<file path="src/rtl/uart_packet_parser.sv">
// uart_packet_parser
// Framing stage behind the byte-level UART receiver. It hunts for SYNC and
// then collects LEN plus LEN payload bytes into a local buffer. It checks the
// additive checksum (LEN + payload + CSUM == 0 mod 256). Only verified
// payloads are replayed downstream; rejected frames are counted.
//
// Ports
//   CLKIN        in   system clock, rising edge
//   RESETN       in   asynchronous active-low reset
//   in_data      in   [7:0] byte from the UART receiver
//   in_valid     in   in_data holds a byte
//   in_ready     out  parser accepts a byte this cycle (state-decoded)
//   out_data     out  [7:0] verified payload byte
//   out_valid    out  out_data valid
//   out_ready    in   downstream accepts out_data
//   out_last     out  out_data is the final byte of the packet
//   pkt_ok       out  one-cycle pulse, frame verified
//   pkt_err      out  one-cycle pulse, frame rejected
//   err_count    out  [7:0] rejected-frame count, saturates at 255
//   dbg_state_o  out  [2:0] current FSM state, for observation only
//
// Handshake: a byte moves on a rising CLKIN edge when valid && ready is true
// on that side. The sender holds data/valid stable until it sees ready. The
// receiver never derives ready combinationally from valid.
module uart_packet_parser #(
  parameter logic [7:0] SYNC    = 8'hAA,
  parameter int         MAX_LEN = 16
) (
  input  logic       CLKIN,
  input  logic       RESETN,
  input  logic [7:0] in_data,
  input  logic       in_valid,
  output logic       in_ready,
  output logic [7:0] out_data,
  output logic       out_valid,
  input  logic       out_ready,
  output logic       out_last,
  output logic       pkt_ok,
  output logic       pkt_err,
  output logic [7:0] err_count,
  output logic [2:0] dbg_state_o
);

  localparam int IW = $clog2(MAX_LEN + 1);
  localparam int AW = (MAX_LEN > 1) ? $clog2(MAX_LEN) : 1;

  typedef enum logic [2:0] {
    S_HUNT    = 3'd0,
    S_LEN     = 3'd1,
    S_PAYLOAD = 3'd2,
    S_CSUM    = 3'd3,
    S_DRAIN   = 3'd4
  } state_e;

  state_e          state_q, state_d;
  logic [7:0]      len_q, len_d;
  logic [7:0]      sum_q, sum_d;
  logic [IW-1:0]   idx_q, idx_d;
  logic [IW-1:0]   rd_q, rd_d;
  logic            ok_q, ok_d;
  logic            err_q, err_d;
  logic [7:0]      err_cnt_q, err_cnt_d;
  logic            wr_en;
  logic            in_acc;
  logic            rd_last;
  logic [7:0]      csum_total;
  logic [7:0]      buf_q [MAX_LEN];

  // Upstream only ever sees backpressure while a packet is being replayed.
  assign in_ready    = (state_q != S_DRAIN);
  assign in_acc      = in_valid && in_ready;
  assign rd_last     = (8'(rd_q) + 8'd1 == len_q);
  assign csum_total  = sum_q + in_data;

  assign out_valid   = (state_q == S_DRAIN);
  assign out_data    = out_valid ? buf_q[rd_q[AW-1:0]] : 8'h00;
  assign out_last    = out_valid && rd_last;
  assign pkt_ok      = ok_q;
  assign pkt_err     = err_q;
  assign err_count   = err_cnt_q;
  assign dbg_state_o = state_q;

  always_comb begin
    state_d = state_q;
    len_d   = len_q;
    sum_d   = sum_q;
    idx_d   = idx_q;
    rd_d    = rd_q;
    ok_d    = 1'b0;
    err_d   = 1'b0;
    wr_en   = 1'b0;
    unique case (state_q)
      S_HUNT: begin
        if (in_acc && (in_data == SYNC)) state_d = S_LEN;
      end
      S_LEN: begin
        if (in_acc) begin
          if ((in_data == 8'd0) || (int'(in_data) > MAX_LEN)) begin
            err_d   = 1'b1;
            state_d = S_HUNT;
          end else begin
            len_d   = in_data;
            sum_d   = in_data;
            idx_d   = '0;
            state_d = S_PAYLOAD;
          end
        end
      end
      S_PAYLOAD: begin
        if (in_acc) begin
          wr_en = 1'b1;
          sum_d = sum_q + in_data;
          idx_d = idx_q + 1'b1;
          if (8'(idx_q) + 8'd1 == len_q) state_d = S_CSUM;
        end
      end
      S_CSUM: begin
        if (in_acc) begin
          if (csum_total == 8'd0) begin
            ok_d    = 1'b1;
            rd_d    = '0;
            state_d = S_DRAIN;
          end else begin
            err_d   = 1'b1;
            state_d = S_HUNT;
          end
        end
      end
      S_DRAIN: begin
        if (out_ready) begin
          if (rd_last) begin
            rd_d    = '0;
            state_d = S_HUNT;
          end else begin
            rd_d = rd_q + 1'b1;
          end
        end
      end
      default: state_d = S_HUNT;
    endcase
    err_cnt_d = (err_d && (err_cnt_q != 8'hFF)) ? err_cnt_q + 8'd1 : err_cnt_q;
  end

  always_ff @(posedge CLKIN or negedge RESETN) begin
    if (!RESETN) begin
      state_q   <= S_HUNT;
      len_q     <= 8'd0;
      sum_q     <= 8'd0;
      idx_q     <= '0;
      rd_q      <= '0;
      ok_q      <= 1'b0;
      err_q     <= 1'b0;
      err_cnt_q <= 8'd0;
    end else begin
      state_q   <= state_d;
      len_q     <= len_d;
      sum_q     <= sum_d;
      idx_q     <= idx_d;
      rd_q      <= rd_d;
      ok_q      <= ok_d;
      err_q     <= err_d;
      err_cnt_q <= err_cnt_d;
    end
  end

  // Payload storage needs no reset: it is only read after a full frame has
  // been written into it.
  always_ff @(posedge CLKIN) begin
    if (wr_en) buf_q[idx_q[AW-1:0]] <= in_data;
  end

endmodule
</file>
<file path="config.mk">
export PLATFORM = sky130hd
export DESIGN_NAME = uart_packet_parser
export DESIGN_NICKNAME = d
export VERILOG_FILES = /design/src/rtl/uart_packet_parser.sv
export SDC_FILE = /design/constraint.sdc
export NUM_CORES = 1
export LEC_CHECK = 0
export CAP_MARGIN = 40
export CORE_AREA = 3 3 210 109
export DETAILED_ROUTE_END_ITERATION = 8
export DIE_AREA = 0 0 213 112
export HOLD_SLACK_MARGIN = 0.06
export PLACE_DENSITY = 0.58
export SYNTH_ARGS = -nofsm -noshare
export SYNTH_HDL_FRONTEND = slang
export SYNTH_SLANG_ARGS = --single-unit
</file>
<file path="constraint.sdc">
create_clock -name CLKIN -period 3.4 [get_ports CLKIN]
set_input_delay 1.02 -clock CLKIN [delete_from_list [all_inputs] [get_ports CLKIN]]
set_output_delay 1.02 -clock CLKIN [all_outputs]
set_load 0.1 [all_outputs]
</file>
# Word-level counts from Yosys, hierarchy flattened
# Memories as Yosys holds them, arrays and structs flattened.
# Index checks and enable logic that the tools add are counted.
# W data, S select, Z words.
op_classes:
  n_addsub: 6
  n_lt_le_gt_ge: 1
  n_eq_ne: 18
  muxes: 36
  bitwise: 1
  reduce_logical: 14
op_table:
  columns: ["op", "n"]
  rows:
  - ["$mux W5", 7]
  - ["$mux W8", 4]
  - ["$mux W3", 8]
  - ["$pmux W5 S2", 2]
  - ["$eq A6 B8 Y1", 2]
  - ["$logic_not A8 Y1", 2]
  - ["$pmux W8 S2", 1]
  - ["$pmux W3 S5", 1]
  - ["$ne A2 B2 Y1 const B", 7]
  - ["$add A5 B1 Y6 const B", 2]
  - ["$mux W1", 11]
  - ["$add A5 B1 Y5 const B", 2]
  - ["$add A8 B1 Y8 const B", 1]
  - ["$add A8 B8 Y8", 1]
  - ["$eq A8 B8 Y1 const B", 1]
  - ["$gt A8 B5 Y1 const B", 1]
  - ["$ne A8 B8 Y1 const B", 1]
  - ["$reduce_and A4 Y1", 2]
  - ["$reduce_and A7 Y1", 1]
  - ["$eq A3 B2 Y1 const B", 2]
  - ["$logic_and A1 B1 Y1", 4]
  - ["$ne A2 B1 Y1 const B", 2]
  - ["$reduce_bool A2 Y1", 2]
  - ["$eq A3 B1 Y1 const B", 1]
  - ["8 further kinds", 8]
totals:
  reg_bits: 39
  ram_bits: 128
  input_bits: 12
  output_inout_bits: 24
  elab_cells: 85
  mem_count: 1
mem_list:
  columns: ["memory", "words", "width", "rd", "rd_clocked_by_memory_dff", "write_ports", "line", "text"]
  rows:
  - ["buf_q", 16, 8, 1, 0, 1, "67", "logic [7:0] buf_q [MAX_LEN];"]

# Logic depth before layout (Yosys ltp)
# Gate-level depths: netlist of the first run.
depth:
  ltp_word: 6
  ltp_mapped: 11
  depth_no_buf: 10

# Least setup slack after synthesis of the first run
# Ideal clock, no wire load.
synth_timing:
  path_type: "register to output"
  start: "register state_q[2], in the netlist dbg_state_o[2]"
  end: "output out_data[0]"
  arrival_ns: 3.801
  t_required_ns: 2.380
  path_slack_ns: -1.421
  stages_incl_launch_ff: 4
  path_buffers: 0
  cell_sequence: "dfrtp_1 > nand2_1 > inv_1 > and2_1"
synth_between:
  elab_chain_cells: 2
synth_lines:
  columns: ["element", "line", "text"]
  rows:
  - ["start: declaration", "55", "state_e state_q, state_d;"]
  - ["start signal: assignment", "155", "state_q <= state_d;"]
  - ["$eq A3 B3 Y1", "75", "assign out_valid = (state_q == S_DRAIN);"]
  - ["net out_valid", "35", "output logic out_valid,"]
  - ["$mux W8", "76", "assign out_data = out_valid ? buf_q[rd_q[AW-1:0]] : 8'h00;"]
  - ["end: declaration", "34", "output logic [7:0] out_data,"]
# The timed path passes the listed nets, and every way through them passes these cells.

# Final worst setup path of the first run
layout_timing:
  start: "register rd_q[0]"
  end: "output out_data[0]"
layout_between:
  elab_chain_cells: 2
layout_lines:
  columns: ["element", "line", "text"]
  rows:
  - ["start: declaration", "59", "logic [IW-1:0] rd_q, rd_d;"]
  - ["start signal: assignment", "159", "rd_q <= rd_d;"]
  - ["$mem_v2 Z16 W8", null, null]
  - ["$mux W8", "76", null]
# No other way between the ends.

==> summary.txt, run 1 <==
Synth
  • Post-synthesis register bit count: 167
  • Post-Syn Area: approximately 7400 sq um
  • Top cells by count, synth: edfxtp_1 (128), mux4_2 (40), dfrtp_1 (39), nor2_1 (32), nand2_1 (27)
  • Ys Warns: 0
  • Yosys top cell by area: edfxtp_1
  • Asr flop ratio synth: 23.4%
  • Largest cells by area after synthesis: edfxtp_1 (52%), dfrtp_1 (13%), mux4_2 (12%)
  • Synth unique cells: 48
  • Top_reg_cell synth: edfxtp_1
  • Syn nets: 501
  • EDFF count, synth: about 130
  • Seq/Total Area, Yosys: between 60% and 70%
  • Post-Syn Instances: 475
  • Share of the synthesized area in the top cell type: between 50% and 60%
  • Syn_area_per_cell: around 16 sq um
  • Count leader, synth: edfxtp_1

Power and ir drop
  • Lkg Pwr: 3.46 nW
  • Power Density: 803 nW/um^2
  • Peak supply drop: 0.368 mV

Worst hold path
  • Min-delay worst type: primary input to async pin

Timing
  • Setup Skew: 8.35 ps
  • Final setup violation count: 9
  • Fin. Hold Viols: 0
  • Final period util: 105%
  • Slew margin rel.: 65.0%
  • Setup WS post-layout: -163 ps
  • RSZ-0062 raised after global routing: yes
  • Max frequency: 281 MHz
  • Max Slew Vio Count: 0
  • Worst Max-Slew Pin Slew: approximately 520 ps
  • Shortest period the worst path allows: 3560 ps

Detailed routing
  • Per-cell routed wire length: approximately 22 microns
  • First-pass DRT Iterations: 6
  • Routed WL: approximately 19000 microns
  • Drc violations: 0
  • Drt via density: 5.29
  • Routed vias: 4627
  • DRC marker count from the first detailed-route iteration: 539
  • Post-route antenna net violation count: 0

GRT
  • Overall routing resource usage: about 17%
  • Global-route wire length before repair: 28900 microns
  • Initial antenna violation count: 1
  • Pin count of the biggest net entering global routing: 34
  • GR Overflow Total: 0
  • Vias in the first global route: 4653

Critical path
  • Crit path DAT: 2540 ps
  • Critical path endpoint category: primary output
  • R2R depth: 11
  • Startpoint types: flip-flop
  • Crit path cell chain: buf_12 -> buf_4 -> mux4_2 -> mux4_2 -> and2_4 -> buf_12
  • Slowest CP cell: mux4_2
  • Critical path required time: about 2400 ps
  • Setup CP Type: flip-flop to primary output
  • CP top delay family: multiplexers
  • Slowest stage delay, CP: 510 ps
  • Crit-path max FO: 11
  • Buf/Inv on CP: 3
  • Number of stages on the worst setup path: 6

Layout
  • Share of cells above drive strength 1: 33.8%
  • Non-filler cells in the finished layout: between 800 and 900
  • Final Util: a little over two fifths
  • Area growth syn-to-layout: 26.9%
  • Antenna Cells: 0
  • Post-layout net count: 608

CTS
  • Post-CTS Hold Buffers: 0
  • Sink Count: roughly 170
  • TritonCTS clock tree: yes
  • Root buf cell: clkbuf_16
  • Number of CTS-inserted buffers: 17
  • Clock transition at the registers of the reported paths: 70 ps
  • H-tree level count: 4
  • Maximum clock path buffer count: 2
  • Clk_lat worst skew: 430 ps

Place
  • Detailed Place HPWL: 13100 microns
  • Port bufs: 35
  • Placed Cells: 828
  • Placer congestion estimate: around 0.85

Die
  • Die height: 112 microns
  • # rows: 38
  • Initial Util: roughly 35%
  • CORE AREA: 21300 sq um
  • Die width: 213 microns
  • I/O pins: 36
  • Die ar.: 23900 sq um

Outcome
  • Outcome: finished with violations
  • Failing checks: setup timing

Job
  • Max_cap viols: 0
==> cell usage in the layout, fill, tap and decap left out, types with 5 or more instances in the layout <==
cell type	Yosys	layout
nand3_1	12	12
and2_4	0	8
clkdlybuf4s50_1	0	9
dfrtp_1	39	35
mux4_2	40	40
nor3_1	8	8
and2_1	14	6
clkbuf_16	0	17
buf_12	0	17
nor2_1	32	31
a21oi_1	17	16
buf_4	3	80
mux2_2	6	6
inv_1	12	11
o21ai_0	20	20
nand2_1	27	26
xor2_1	16	15
edfxtp_1	128	128
a31oi_1	6	6
ha_1	13	11
xnor2_1	6	6
nor3b_1	5	5
==> routing by layer <==
layer  track usage [%]  wire length [microns]  share of wire [%]  vias to the layer above
li1                  -                      -                  -                     2052
met1              27.1                   9400                 50                     2400
met2              21.5                   7530                 40                      147
met3              4.67                   1660                8.8                       26
met4              4.34                    286                1.5                        2
met5                 0                     11              0.058                        -
==> sequential cells by signal, summed over array words and instances (netlist names) <==
name / count
buf_q: 128
err_count: 8
len_q: 8
idx_q: 5
sum_q: 8
pkt_ok: 1
pkt_err: 1
dbg_state_o: 3
rd_q: 5
==> kinds of logic after synthesis <==
family          count (synthesis)  synth area share (%)
simple gates                  120                  8.01
buf+inv                        34                  2.02
fa+ha+maj                      14                  2.47
mux                            50                  13.7
xor+xnor                       22                  2.61
flops                         167                  65.3
compound gates                 68                  5.98
==> metrics by stage <==
step                setup TNS [ps]  cell area [sq um]  power [mW]  setup slack [ps]  hold slack, ps
CTS                          -1480               9230        7.40              -198             456
floorplan                     -915               7410        4.50              -114             453
finish                       -1260               9370        7.53              -163             464
global route                 -1950               9370        7.91              -242             462
detailed placement           -9600               8570        5.40              -546             477
global placement             -7510               8550        5.35              -403             471
==> cell type report <==
cell class                 count  area (sq um)
fill                        1869         12000
timing repair buffer         110          1090
sequential                   167          4820
tap                          280           350
inverter                      12          48.8
clock buffer                  17           425
clock inverter                15           135
multi-input combinational    274          2500
==> worst paths after layout <==
path | from | endpoint | slack (ps)
worst max-delay path | rd_q[0]$_DFFE_PN0P_ | out_data[0] | -160
worst min-delay path | RESETN | len_q[6]$_DFFE_PN0P_ | 460
worst max register to register | sum_q[0]$_DFFE_PN0P_ | rd_q[0]$_DFFE_PN0P_ | 780
worst min register to register | sum_q[6]$_DFFE_PN0P_ | sum_q[6]$_DFFE_PN0P_ | 490
max in group asynchronous | RESETN | sum_q[1]$_DFFE_PN0P_ | 2470
min in group CLKIN | sum_q[6]$_DFFE_PN0P_ | sum_q[6]$_DFFE_PN0P_ | 490
==> repair_timing <==
action | CTS | global route
gates resized for setup | 13 | 7
pin swaps | 3 | 8
cloned | 1 | 0
setup buffers | 2 | 12
endpoints found under the setup margin | 17 | 30
==> power by group <==
group | total (mW) | internal, mW | leakage [nW] | switching, mW
clock | 1.85 | 1.07 | 0.265 | 0.788
combinational | 3.01 | 1.41 | 1.54 | 1.60
sequential | 2.67 | 2.44 | 1.66 | 0.223
total | 7.53 | 4.92 | 3.46 | 2.61
No activity file was read; power rests on OpenSTA's default activity.
==> inputs of run 2 (changes only) <==
--- a/config.mk
+++ b/config.mk
@@ -11,6 +11,7 @@
 export DIE_AREA = 0 0 213 112
 export HOLD_SLACK_MARGIN = 0.06
 export PLACE_DENSITY = 0.58
+export SLEW_MARGIN = 30
 export SYNTH_ARGS = -nofsm -noshare
 export SYNTH_HDL_FRONTEND = slang
 export SYNTH_SLANG_ARGS = --single-unit
==> run 2 against run 1 <==
The flow still finishes with violations (setup timing); combinational power rose by 6%; global-route usage up 0.60 points; worst setup slack worse by 62 ps; total power grew 1.6%; hold slack improved by 29 ps; critical path type unchanged; largest power group unchanged.
==> summary.txt, run 2 (synthesized netlist as in run 1, its figures left out) <==
Critical path
  • Startpoint types: flip-flop
  • Crit path DAT: between 2000 and 3000 ps
  • Critical path required time: 2380 ps
  • Crit-path max FO: 6
  • Critical path endpoint category: primary output
  • Setup CP Type: flip-flop to primary output

GRT
  • Initial antenna violation count: 0
  • Vias in the first global route: 4632
  • GR Overflow Total: 0
  • Global-route wire length before repair: 29800 microns
  • Overall routing resource usage: ~17%
  • Pin count of the biggest net entering global routing: 34

Layout
  • Antenna Cells: 0
  • Post-layout net count: around 600
  • Most frequent cells in the layout: edfxtp_1 (128), buf_4 (81), mux4_2 (40)
  • Max reg flops: 128
  • FF/Latch Area: 4830 sq um
  • Area growth syn-to-layout: 27.7%
  • Final Util: roughly 44%
  • Number of fill cells: 1870
  • Commonest non-fill, non-tap cell in the layout: edfxtp_1
  • Share of cells above drive strength 1: 35.2%
  • Area taken by multi-input logic gates: 2520 sq um

Die
  • Die height: 112 microns
  • CORE AREA: 21300 sq um
  • # rows: 38
  • Die ar.: ~24000 sq um
  • Initial Util: around a third
  • I/O pins: 36
  • Die width: approximately 210 microns

Timing
  • Worst Max-Slew Pin Slew: 570 ps
  • Setup Skew: 9.78 ps
  • RSZ-0062 raised after global routing: yes
  • Setup WS post-layout: -225 ps
  • Fin. Hold Viols: 0
  • Final setup violation count: 9
  • Slew margin rel.: 61.7%
  • Max frequency: 276 MHz
  • Final period util: 107%
  • Worst hold margin: about 490 ps
  • Shortest period the worst path allows: ~3600 ps
  • Max Slew Vio Count: 0

Detailed routing
  • First-pass DRT Iterations: 5
  • Per-cell routed wire length: 22.3 microns
  • Drt via density: approximately 5.3
  • Post-route antenna net violation count: 0
  • Routed vias: 4665
  • Drc violations: 0
  • DRC marker count from the first detailed-route iteration: 381
  • Routed WL: 19600 microns

Power and ir drop
  • Power Density: 811 nW/um^2
  • Lkg Pwr: 3.49 nW
  • Peak supply drop: 0.371 mV

CTS
  • TritonCTS clock tree: yes
  • Root buf cell: clkbuf_16
  • Post-CTS Hold Buffers: 0
  • H-tree level count: 4
  • Maximum clock path buffer count: 2
  • Number of CTS-inserted buffers: 17
  • Clock transition at the registers of the reported paths: ~70 ps
  • Clk_lat worst skew: 430 ps
  • Sink Count: 167

Outcome
  • Outcome: finished with violations
  • Failing checks: setup timing

Place
  • Detailed Place HPWL: approximately 13000 microns
  • Port bufs: 35
  • Placer congestion estimate: 0.855

Worst hold path
  • Min-delay worst type: flip-flop to flip-flop

Job
  • Max_cap viols: 0
## run 2: critical path, stage by stage (launching register included)
cell and delay, ps:
dfrtp_2 380, buf_12 130, buf_6 130, buf_16 120, mux4_2 570, mux4_2 490
and2_4 180, buf_12 160
## run 2: layout make-up
type / instances / area share (%)
clock buffer: 19 / 4.70
clock inverter: 13 / 0.995
inverter: 12 / 0.517
multi-input combinational: 274 / 26.7
sequential: 167 / 51.2
tap: 280 / 3.72
timing repair buffer: 115 / 12.2
## run 2: metal layers
| metal | up-vias | routed length, microns | track usage [%] |
|---|---|---|---|
| met5 | - | 0 | 0 |
| met4 | 0 | 126 | 3.59 |
| met3 | 13 | 1550 | 4.87 |
| met2 | 157 | 8050 | 22.5 |
| met1 | 2432 | 9900 | 28.3 |
| li1 | 2063 | - | - |
## run 2: what timing repair did
item | CTS | global route
hold endpoints to repair | 0 | 0
buffers inserted | 7 | 11
pin swaps | 3 | 10
setup endpoints to repair | 16 | 22
resized for setup | 16 | 11
cloned | 3 | 0
## run 2: final timing paths
path / start / end / slack [ps] / depth (start not counted)
max: rd_q[0]$_DFFE_PN0P_ / out_data[3] / -230 / 7
min: sum_q[6]$_DFFE_PN0P_ / sum_q[6]$_DFFE_PN0P_ / 490 / 2
max reg2reg: sum_q[0]$_DFFE_PN0P_ / rd_q[0]$_DFFE_PN0P_ / 790 / 11
min reg2reg: sum_q[6]$_DFFE_PN0P_ / sum_q[6]$_DFFE_PN0P_ / 490 / 2
max in group asynchronous: RESETN / dbg_state_o[1]$_DFFE_PN0P_ / 2410 / 2
min in group asynchronous: RESETN / rd_q[1]$_DFFE_PN0P_ / 510 / 1
## run 2: metrics by stage
| stage | instances | total power [mW] | TNS (ps) | area, sq um | setup WS (ps) |
|---|---|---|---|---|---|
| after global placement | 827 | 5.35 | -7510 | 8550 | -403 |
| after floorplan | 475 | 4.50 | -915 | 7410 | -114 |
| after detailed placement | 828 | 5.41 | -9880 | 8570 | -516 |
| final | 880 | 7.65 | -1600 | 9430 | -225 |
| after CTS | 870 | 7.56 | -1660 | 9330 | -229 |
| after global routing | 880 | 8.02 | -2190 | 9430 | -273 |
## run 2: power breakdown
group          internal (mW)  switching (mW)  total, mW
Sequential              2.45           0.214       2.66
Combinational           1.50            1.68       3.18
Clock                  0.962           0.842       1.80
Total                   4.91            2.74       7.65
